==> src/rtl/hazard_scoreboard.sv <==
// Decode-stage RAW/WAW/full stall scoreboard for long-latency ops (loads, mul/div).
// Define SB_DONE_BYPASS_EN to let a same-cycle writeback release the stall one cycle early.
module hazard_scoreboard #(
  parameter int unsigned MAX_OUTSTANDING = 4,
  parameter int unsigned CNT_W           = 3
) (
  input  logic             clk,
  input  logic             rst,
  input  logic [4:0]       rs1_addr_decode,
  input  logic             rs1_used_decode,
  input  logic [4:0]       rs2_addr_decode,
  input  logic             rs2_used_decode,
  input  logic [4:0]       rd_addr_decode,
  input  logic             rd_write_decode,
  input  logic             long_latency_decode,
  input  logic             issue_valid,
  input  logic             flush_decode,
  input  logic             done_valid,
  input  logic [4:0]       done_addr,
  output logic             stall_decode,
  output logic [31:0]      pending_mask,
  output logic [CNT_W-1:0] outstanding_cnt,
  output logic             sb_error
);

  localparam int unsigned NREG = 32;

  logic [NREG-1:0]  pending_q;
  logic [CNT_W-1:0] cnt_q;
  logic             error_q;

  logic [NREG-1:0]  done_onehot;
  logic [NREG-1:0]  rd_onehot;
  logic             clr_hit;
  logic             err_hit;
  logic             set_hit;
  logic [NREG-1:0]  pend_view;
  logic [CNT_W-1:0] cnt_view;
  logic             raw_hit;
  logic             waw_hit;
  logic             full_hit;

  assign done_onehot = NREG'(1) << done_addr;
  assign rd_onehot   = NREG'(1) << rd_addr_decode;

  // Completion bookkeeping: clear a pending entry, or flag a stray completion.
  assign clr_hit = done_valid & (done_addr != 5'd0) &  pending_q[done_addr];
  assign err_hit = done_valid & (done_addr != 5'd0) & ~pending_q[done_addr];

  // View of pending state used by the stall terms.
`ifdef SB_DONE_BYPASS_EN
  assign pend_view = pending_q & ~(clr_hit ? done_onehot : '0);
  assign cnt_view  = cnt_q - CNT_W'(clr_hit);
`else
  assign pend_view = pending_q;
  assign cnt_view  = cnt_q;
`endif

  always_comb begin
    raw_hit  = 1'b0;
    waw_hit  = 1'b0;
    full_hit = 1'b0;
    if (rs1_used_decode && (rs1_addr_decode != 5'd0) && pend_view[rs1_addr_decode])
      raw_hit = 1'b1;
    if (rs2_used_decode && (rs2_addr_decode != 5'd0) && pend_view[rs2_addr_decode])
      raw_hit = 1'b1;
    if (rd_write_decode && (rd_addr_decode != 5'd0) && pend_view[rd_addr_decode])
      waw_hit = 1'b1;
    if (long_latency_decode && rd_write_decode && (cnt_view == CNT_W'(MAX_OUTSTANDING)))
      full_hit = 1'b1;
  end

  // A squashed instruction never stalls; nothing stalls while held in reset.
  assign stall_decode = (raw_hit | waw_hit | full_hit) & ~flush_decode & ~rst;

  // Issue is masked by our own stall, so the counter can never exceed the limit.
  assign set_hit = issue_valid & ~flush_decode & rd_write_decode & long_latency_decode &
                   (rd_addr_decode != 5'd0) & ~stall_decode;

  always_ff @(posedge clk or posedge rst) begin
    if (rst) begin
      pending_q <= '0;
      cnt_q     <= '0;
      error_q   <= 1'b0;
    end else begin
      // Set wins over a same-cycle clear of the same register.
      pending_q <= ((pending_q & ~(clr_hit ? done_onehot : '0)) |
                    (set_hit ? rd_onehot : '0)) & ~NREG'(1);
      case ({set_hit, clr_hit})
        2'b10:   cnt_q <= cnt_q + CNT_W'(1);
        2'b01:   cnt_q <= cnt_q - CNT_W'(1);
        default: cnt_q <= cnt_q;
      endcase
      if (err_hit)
        error_q <= 1'b1;
    end
  end

  assign pending_mask    = pending_q;
  assign outstanding_cnt = cnt_q;
  assign sb_error        = error_q;

endmodule
==> config.mk <==
export PLATFORM = sky130hd
export DESIGN_NAME = hazard_scoreboard
export DESIGN_NICKNAME = d
export VERILOG_FILES = /design/src/rtl/hazard_scoreboard.sv
export SDC_FILE = /design/constraint.sdc
export NUM_CORES = 1
export LEC_CHECK = 0
export BUFFER_PORTS_ARGS = -buffer_cell sky130_fd_sc_hd__buf_2
export CAP_MARGIN = 20
export CORE_MARGIN = 4
export CORE_UTILIZATION = 45
export DETAILED_ROUTE_END_ITERATION = 8
export GPL_ROUTABILITY_DRIVEN = 0
export PLACE_DENSITY = 0.67
export SLEW_MARGIN = 20
export SYNTH_ARGS = -nofsm -noshare
export SYNTH_HDL_FRONTEND = slang
export SYNTH_SLANG_ARGS = --single-unit
==> constraint.sdc <==
create_clock -name clk -period 4.05 [get_ports clk]
set_input_delay 0.405 -clock clk [delete_from_list [all_inputs] [get_ports clk]]
set_output_delay 0.405 -clock clk [all_outputs]
set_load 0.02 [all_outputs]
==> results of run 1 <==
==> synthesized netlist by cell type, types with 3 or more instances <==
| library cell | instances | share of area (%) |
|---|---|---|
| dfrtp_1 | 35 | 27 |
| o21ai_2 | 27 | 7.2 |
| mux4_2 | 25 | 17 |
| o31ai_1 | 24 | 5.5 |
| nand3_1 | 22 | 3.4 |
| mux2i_1 | 16 | 4.9 |
| nor2_1 | 16 | 1.8 |
| nand2_1 | 14 | 1.6 |
| nor2b_1 | 14 | 2.7 |
| buf_2 | 11 | 1.7 |
| nand4_1 | 11 | 2.1 |
| inv_1 | 9 | 1.0 |
| nand3b_1 | 9 | 2.1 |
| buf_6 | 8 | 2.8 |
| clkbuf_1 | 8 | 0.92 |
| nand2b_1 | 7 | 1.3 |
| o41ai_1 | 6 | 1.6 |
| o2111ai_1 | 4 | 1.1 |
| a221oi_1 | 3 | 0.80 |
| a22oi_1 | 3 | 0.69 |
| and3_1 | 3 | 0.57 |
| mux2_2 | 3 | 1.0 |
| nor3_1 | 3 | 0.46 |
| o21ai_1 | 3 | 0.46 |
==> state kept, by name, summed over array words and instances (netlist names) <==
| name | flops |
|---|---|
| outstanding_cnt | 3 |
| pending_mask | 31 |
| sb_error | 1 |
==> cell families after synthesis <==
kind of cell	Yosys count	synth area share, %
xor+xnor	3	0.8035
buf+inv	41	7.192
mux	45	23.83
other cells	1	0.1147
flops	35	26.78
simple gates	111	19.32
compound gates	80	20.96
fa+ha+maj	2	0.9946
==> how the worst max path moves through the flow <==
stage / start / to / slack, ns / depth (start not counted)
2_1_floorplan: rs1_addr_decode[0] / outstanding_cnt[2] / 0.98 / 14
3_3_place_gp: rd_addr_decode[0] / outstanding_cnt[2] / 0.84 / 13
4_1_cts: rd_addr_decode[0] / stall_decode / 0.83 / 9
5_1_grt: rd_addr_decode[0] / stall_decode / 0.71 / 9
6_report: rd_addr_decode[0] / stall_decode / 0.83 / 9
3_5_place_dp: rd_addr_decode[0] / outstanding_cnt[2] / 0.75 / 13
==> metal layers <==
layer | track usage, % | vias up | wire length [um] | share of wire [%]
li1 | - | 1335 | - | -
met1 | 34.83 | 1483 | 4302 | 41
met2 | 39.96 | 178 | 4942 | 47
met3 | 3.459 | 24 | 912 | 8.7
met4 | 10.38 | 0 | 318 | 3.0
met5 | 0 | - | 0 | 0
==> cell usage in the layout (no fill, tap or decap), drive strengths merged, types with 2 or more instances in the layout <==
cell type  instances
o41ai              6
xor2               2
mux4              25
nor2b             14
o311a              2
mux2               3
a22oi              3
mux2i             17
o31ai             24
a221oi             3
nand3b             9
nor3               3
nand4b             2
and3               3
o21ai             31
nand4             11
o2111ai            4
nand2             14
inv               10
nand3             22
or4                2
buf               69
clkbuf             5
nand2b             7
clkinv             2
dfrtp             35
nor2              16
==> power groups by stage <==
stage	clock (mW)	sequential (mW)	combinational (mW)
finish	0.318	0.457	0.399
global route	0.342	0.462	0.434
global placement	0	0.458	0.388
CTS	0.323	0.453	0.399
floorplan	0	0.487	0.244
detailed placement	0	0.459	0.398
==> area by class of cell <==
cell class                      count  area (um2)
Sequential cell                    35       875.8
Tap cell                           96       120.1
Fill cell                         620        3281
Multi-Input combinational cell    242        2160
Inverter                           10       37.54
Timing Repair Buffer               69       357.8
Clock buffer                        5       68.82
Clock inverter                      3       43.79
==> impl_metrics.json, run 1 <==
{
  "start_util_pct": 47.10,
  "status": "complete, no violations",
  "swShare_pct": 37.57,
  "htree_levels": 2,
  "drt_iter0_drc": 435,
  "peakVddDrop_v": 0.0001242,
  "hold_path.class": "in2async",
  "vias": 3020,
  "port_buffers": 64,
  "fin_ws_ns": 0.8332,
  "worstPathCellList": "buf_2 -> mux2_2 -> a221oi_1 -> nor3_1 -> o311a_1 -> a41o_4 -> buf_4 -> nand2b_1 -> buf_2",
  "max_clock_freq_mhz": 310.9,
  "path_buf_inv": 3,
  "crit_slowest_cell": "mux2_2",
  "synthFlopType": "dfrtp_1",
  "holdWs_ns": 0.2408,
  "dp_hpwl_mm": 7.819,
  "post-place-cells": 452,
  "r2r_slack_ns": 1.13,
  "maxCapViolCount": 0,
  "ys_types": 53,
  "period_share_pct": 79.43,
  "hold_violations": 0,
  "worstPathRequired_ns": 3.64,
  "cts_buffer_depth": 2,
  "place_ws_ns": 0.7537,
  "routed_wl_mm": 10.48,
  "synth_cells": 318,
  "synth_nets": 349,
  "vias_per_cell": 6.565,
  "syn-cell-area_mm2": 0.003271,
  "design_area_mm2": 0.003664,
  "utilization_pct": 52.76,
  "p_sw_uw": 440.9,
  "drt-pass1-iter-count": 5,
  "rsz0062_at_grt": "no",
  "critPathMaxStageDelay_ns": 0.39,
  "cts_buffers": 5,
  "fin_setup_tns_ns": 0,
  "worstMarginPinSlew_ns": 0.6888,
  "place_area_mm2": 0.003551,
  "cts_setup_buffers": 0,
  "wl_per_cell_um": 22.77,
  "reg2reg_depth": 12,
  "crit_type": "in2out",
  "antenna_found_initial": 0,
  "synth_warnings": 0,
  "drive_above_1_share_pct": 38.74,
  "grt-ovfl-total": 0,
  "seq_area_frac_synth_pct": 26.78,
  "cts_root_buf": "clkbuf_8",
  "floorplan.die.width_um": 93.26,
  "power_leakage_nw": 1.535,
  "slew_headroom_pct": 54.03,
  "cts_resized": 0,
  "r2r-start": "pending_mask[21]",
  "clk_pin_slew_ns": 0.08,
  "holdBufCountCts": 0,
  "cp.arrival_ns": 2.81,
  "insertion_delay_ns": 0.29,
  "async_flop_share_pct": 100.0,
  "syn2layout_area_growth_pct": 12.01,
  "setup_viol": 0,
  "rows": 30,
  "diodes": 0,
  "grt_pass1_vias": 3078,
  "layout.nets": 394,
  "critPathMostFrequentCell": "buf_2",
  "maxSlewViolCount": 0,
  "skew_ns": 0.008049,
  "crit_path_start_kind": "primary input",
  "p_total_mw": 1.173,
  "core_mm2": 0.006944,
  "critPathMaxFanout": 32,
  "period_needed_ns": 3.217,
  "yosys_register_bits": 35,
  "p_comb_share_pct": 34.0,
  "grt_max_degree": 33,
  "cts_tree": "built",
  "power.density_mw_per_mm2": 320.3,
  "fp.dieArea_mm2": 0.008697,
  "io_pins": 66,
  "synth_area_per_cell_um2": 10.29,
  "ant_nets": 0,
  "pwr-share-clk_pct": 27.1,
  "worstReg2RegEnd": "outstanding_cnt[2]",
  "p_int_uw": 732.4,
  "end_kind": "primary output",
  "synth_edf_count": 0,
  "crit_family": "compound AO/OA/AOI/OAI gates",
  "die_h_um": 93.26,
  "numClockSinks": 35,
  "final_cell_count_no_fill": 460,
  "grt_usage_pct": 25.26,
  "grt_pass1_wl_mm": 16.80,
  "seq_power_share_pct": 39.0,
  "drc_errors": 0
}
No activity file was read; power rests on OpenSTA's default activity.
==> run 2: changes to the inputs <==
PLACE_DENSITY = 0.7   (was 0.67)
clock period = 2.75 ns   (was 4.05 ns; I/O delays follow)
==> impl_metrics.json, run 2 (synthesis gave the netlist of run 1 again) <==
{
  "vias": 3245,
  "largest_register_ffs": 31,
  "vias_per_cell": 6.516,
  "fp.dieArea_mm2": 0.008697,
  "status": "finished with violations",
  "maxSlewViolCount": 0,
  "critPathMaxFanout": 32,
  "crit_path_start_kind": "flip-flop",
  "power_leakage_nw": 1.725,
  "clk_pin_slew_ns": 0.07,
  "cts_buffer_depth": 2,
  "grt_max_degree": 36,
  "layout_common_cells": "buf_2 (64), buf_4 (39), o21ai_2 (27)",
  "start_util_pct": 47.10,
  "hold_violations": 0,
  "hold_path.class": "in2async",
  "port_buffers": 64,
  "grt_pass1_vias": 3199,
  "drc_errors": 0,
  "layout.nets": 432,
  "ant_nets": 0,
  "wl_per_cell_um": 22.55,
  "end_kind": "primary output",
  "rows": 30,
  "period_needed_ns": 2.858,
  "max_clock_freq_mhz": 349.9,
  "peakVddDrop_v": 0.0002093,
  "syn2layout_area_growth_pct": 23.53,
  "cts_root_buf": "clkbuf_8",
  "cts_tree": "built",
  "io_pins": 66,
  "setup_viol": 3,
  "grt-ovfl-total": 0,
  "worstPathRequired_ns": 2.48,
  "floorplan.die.width_um": 93.26,
  "skew_ns": 0.01197,
  "violations": "setup timing",
  "routed_wl_mm": 11.23,
  "core_mm2": 0.006944,
  "period_share_pct": 103.9,
  "crit_type": "reg2out",
  "cts_setup_buffers": 0,
  "grt_usage_pct": 26.08,
  "htree_levels": 2,
  "maxCapViolCount": 0,
  "grt_pass1_wl_mm": 17.53,
  "slew_headroom_pct": 48.20,
  "drive_above_1_share_pct": 48.76,
  "diodes": 0,
  "holdWs_ns": 0.1114,
  "dp_hpwl_mm": 8.464,
  "fin_ws_ns": -0.1082,
  "cts_buffers": 5,
  "die_h_um": 93.26,
  "final_common_cell": "buf_2",
  "rsz0062_at_grt": "yes",
  "insertion_delay_ns": 0.30,
  "numClockSinks": 35,
  "cp.arrival_ns": 2.58,
  "power.density_mw_per_mm2": 471.6,
  "drt_iter0_drc": 358,
  "fin_setup_tns_ns": -0.2271,
  "drt-pass1-iter-count": 5,
  "antenna_found_initial": 0,
  "p_total_mw": 1.905,
  "utilization_pct": 58.18,
  "worstMarginPinSlew_ns": 0.7754
}
==> run 2: changes by cell type in the layout (fill, tap and decap cells not counted), sizes merged <==
cell    previous run  this run
bufinv             1         2
clkinv             2         0
clkbuf             5         6
buf               69       107
==> run 2: per-stage QoR <==
step           instances  worst slack (ns)  area, um2
2_1_floorplan        318           -0.1563       3299
3_3_place_gp         490           -0.1560       3861
3_5_place_dp         490           -0.1944       3861
4_1_cts              498          -0.06279       4024
5_1_grt              498           -0.1557       4040
6_report             498           -0.1082       4040
==> run 2: worst paths after layout <==
path	from	to	cells after the start	slack [ns]
worst max-delay path	pending_mask[13]	stall_decode	8	-0.11
worst min register to register	sb_error	sb_error	1	0.47
max in group asynchronous	rst	pending_mask[15]	3	2.28
min in group clk	rd_addr_decode[1]	pending_mask[7]	3	0.36
worst max register to register	pending_mask[13]	outstanding_cnt[2]	12	-0.08
worst min-delay path	rst	pending_mask[4]	3	0.11
==> run 2: timing repair <==
action,4_1_cts,5_1_grt
setup endpoints to repair,3,3
hold buffers,0,0
resized for setup,8,5
pin swaps,0,0
hold endpoints to repair,0,0
==> run 2: power breakdown <==
part,internal (mW),switching [mW]
Clock,0.363,0.201
Sequential,0.577,0.0929
Combinational,0.289,0.382
Total,1.23,0.677
==> run 2: layer usage <==
| layer | global-route usage [%] | vias up | share of wire [%] |
|---|---|---|---|
| met5 | 0 | - | 0 |
| met3 | 2.977 | 34 | 7.8 |
| met4 | 11.97 | 0 | 3.8 |
| li1 | - | 1411 | - |
| met1 | 36.10 | 1601 | 42 |
| met2 | 40.92 | 199 | 46 |
==> run 2: critical path, stage by stage, from the launching register on <==
cell	delay [ns]
dfrtp_2	0.44
buf_4	0.15
mux4_2	0.46
mux2i_2	0.24
nor2b_2	0.09
o311ai_4	0.41
buf_12	0.24
nand2b_1	0.10
buf_2	0.17
==> run 2: layout make-up <==
class,count,area [um2]
sequential,35,889.6
clock buffer,6,72.57
timing repair buffer,107,666.9
inverter,10,37.54
fill,611,2904
tap,96,120.1
clock inverter,2,60.06
multi-input combinational,242,2193
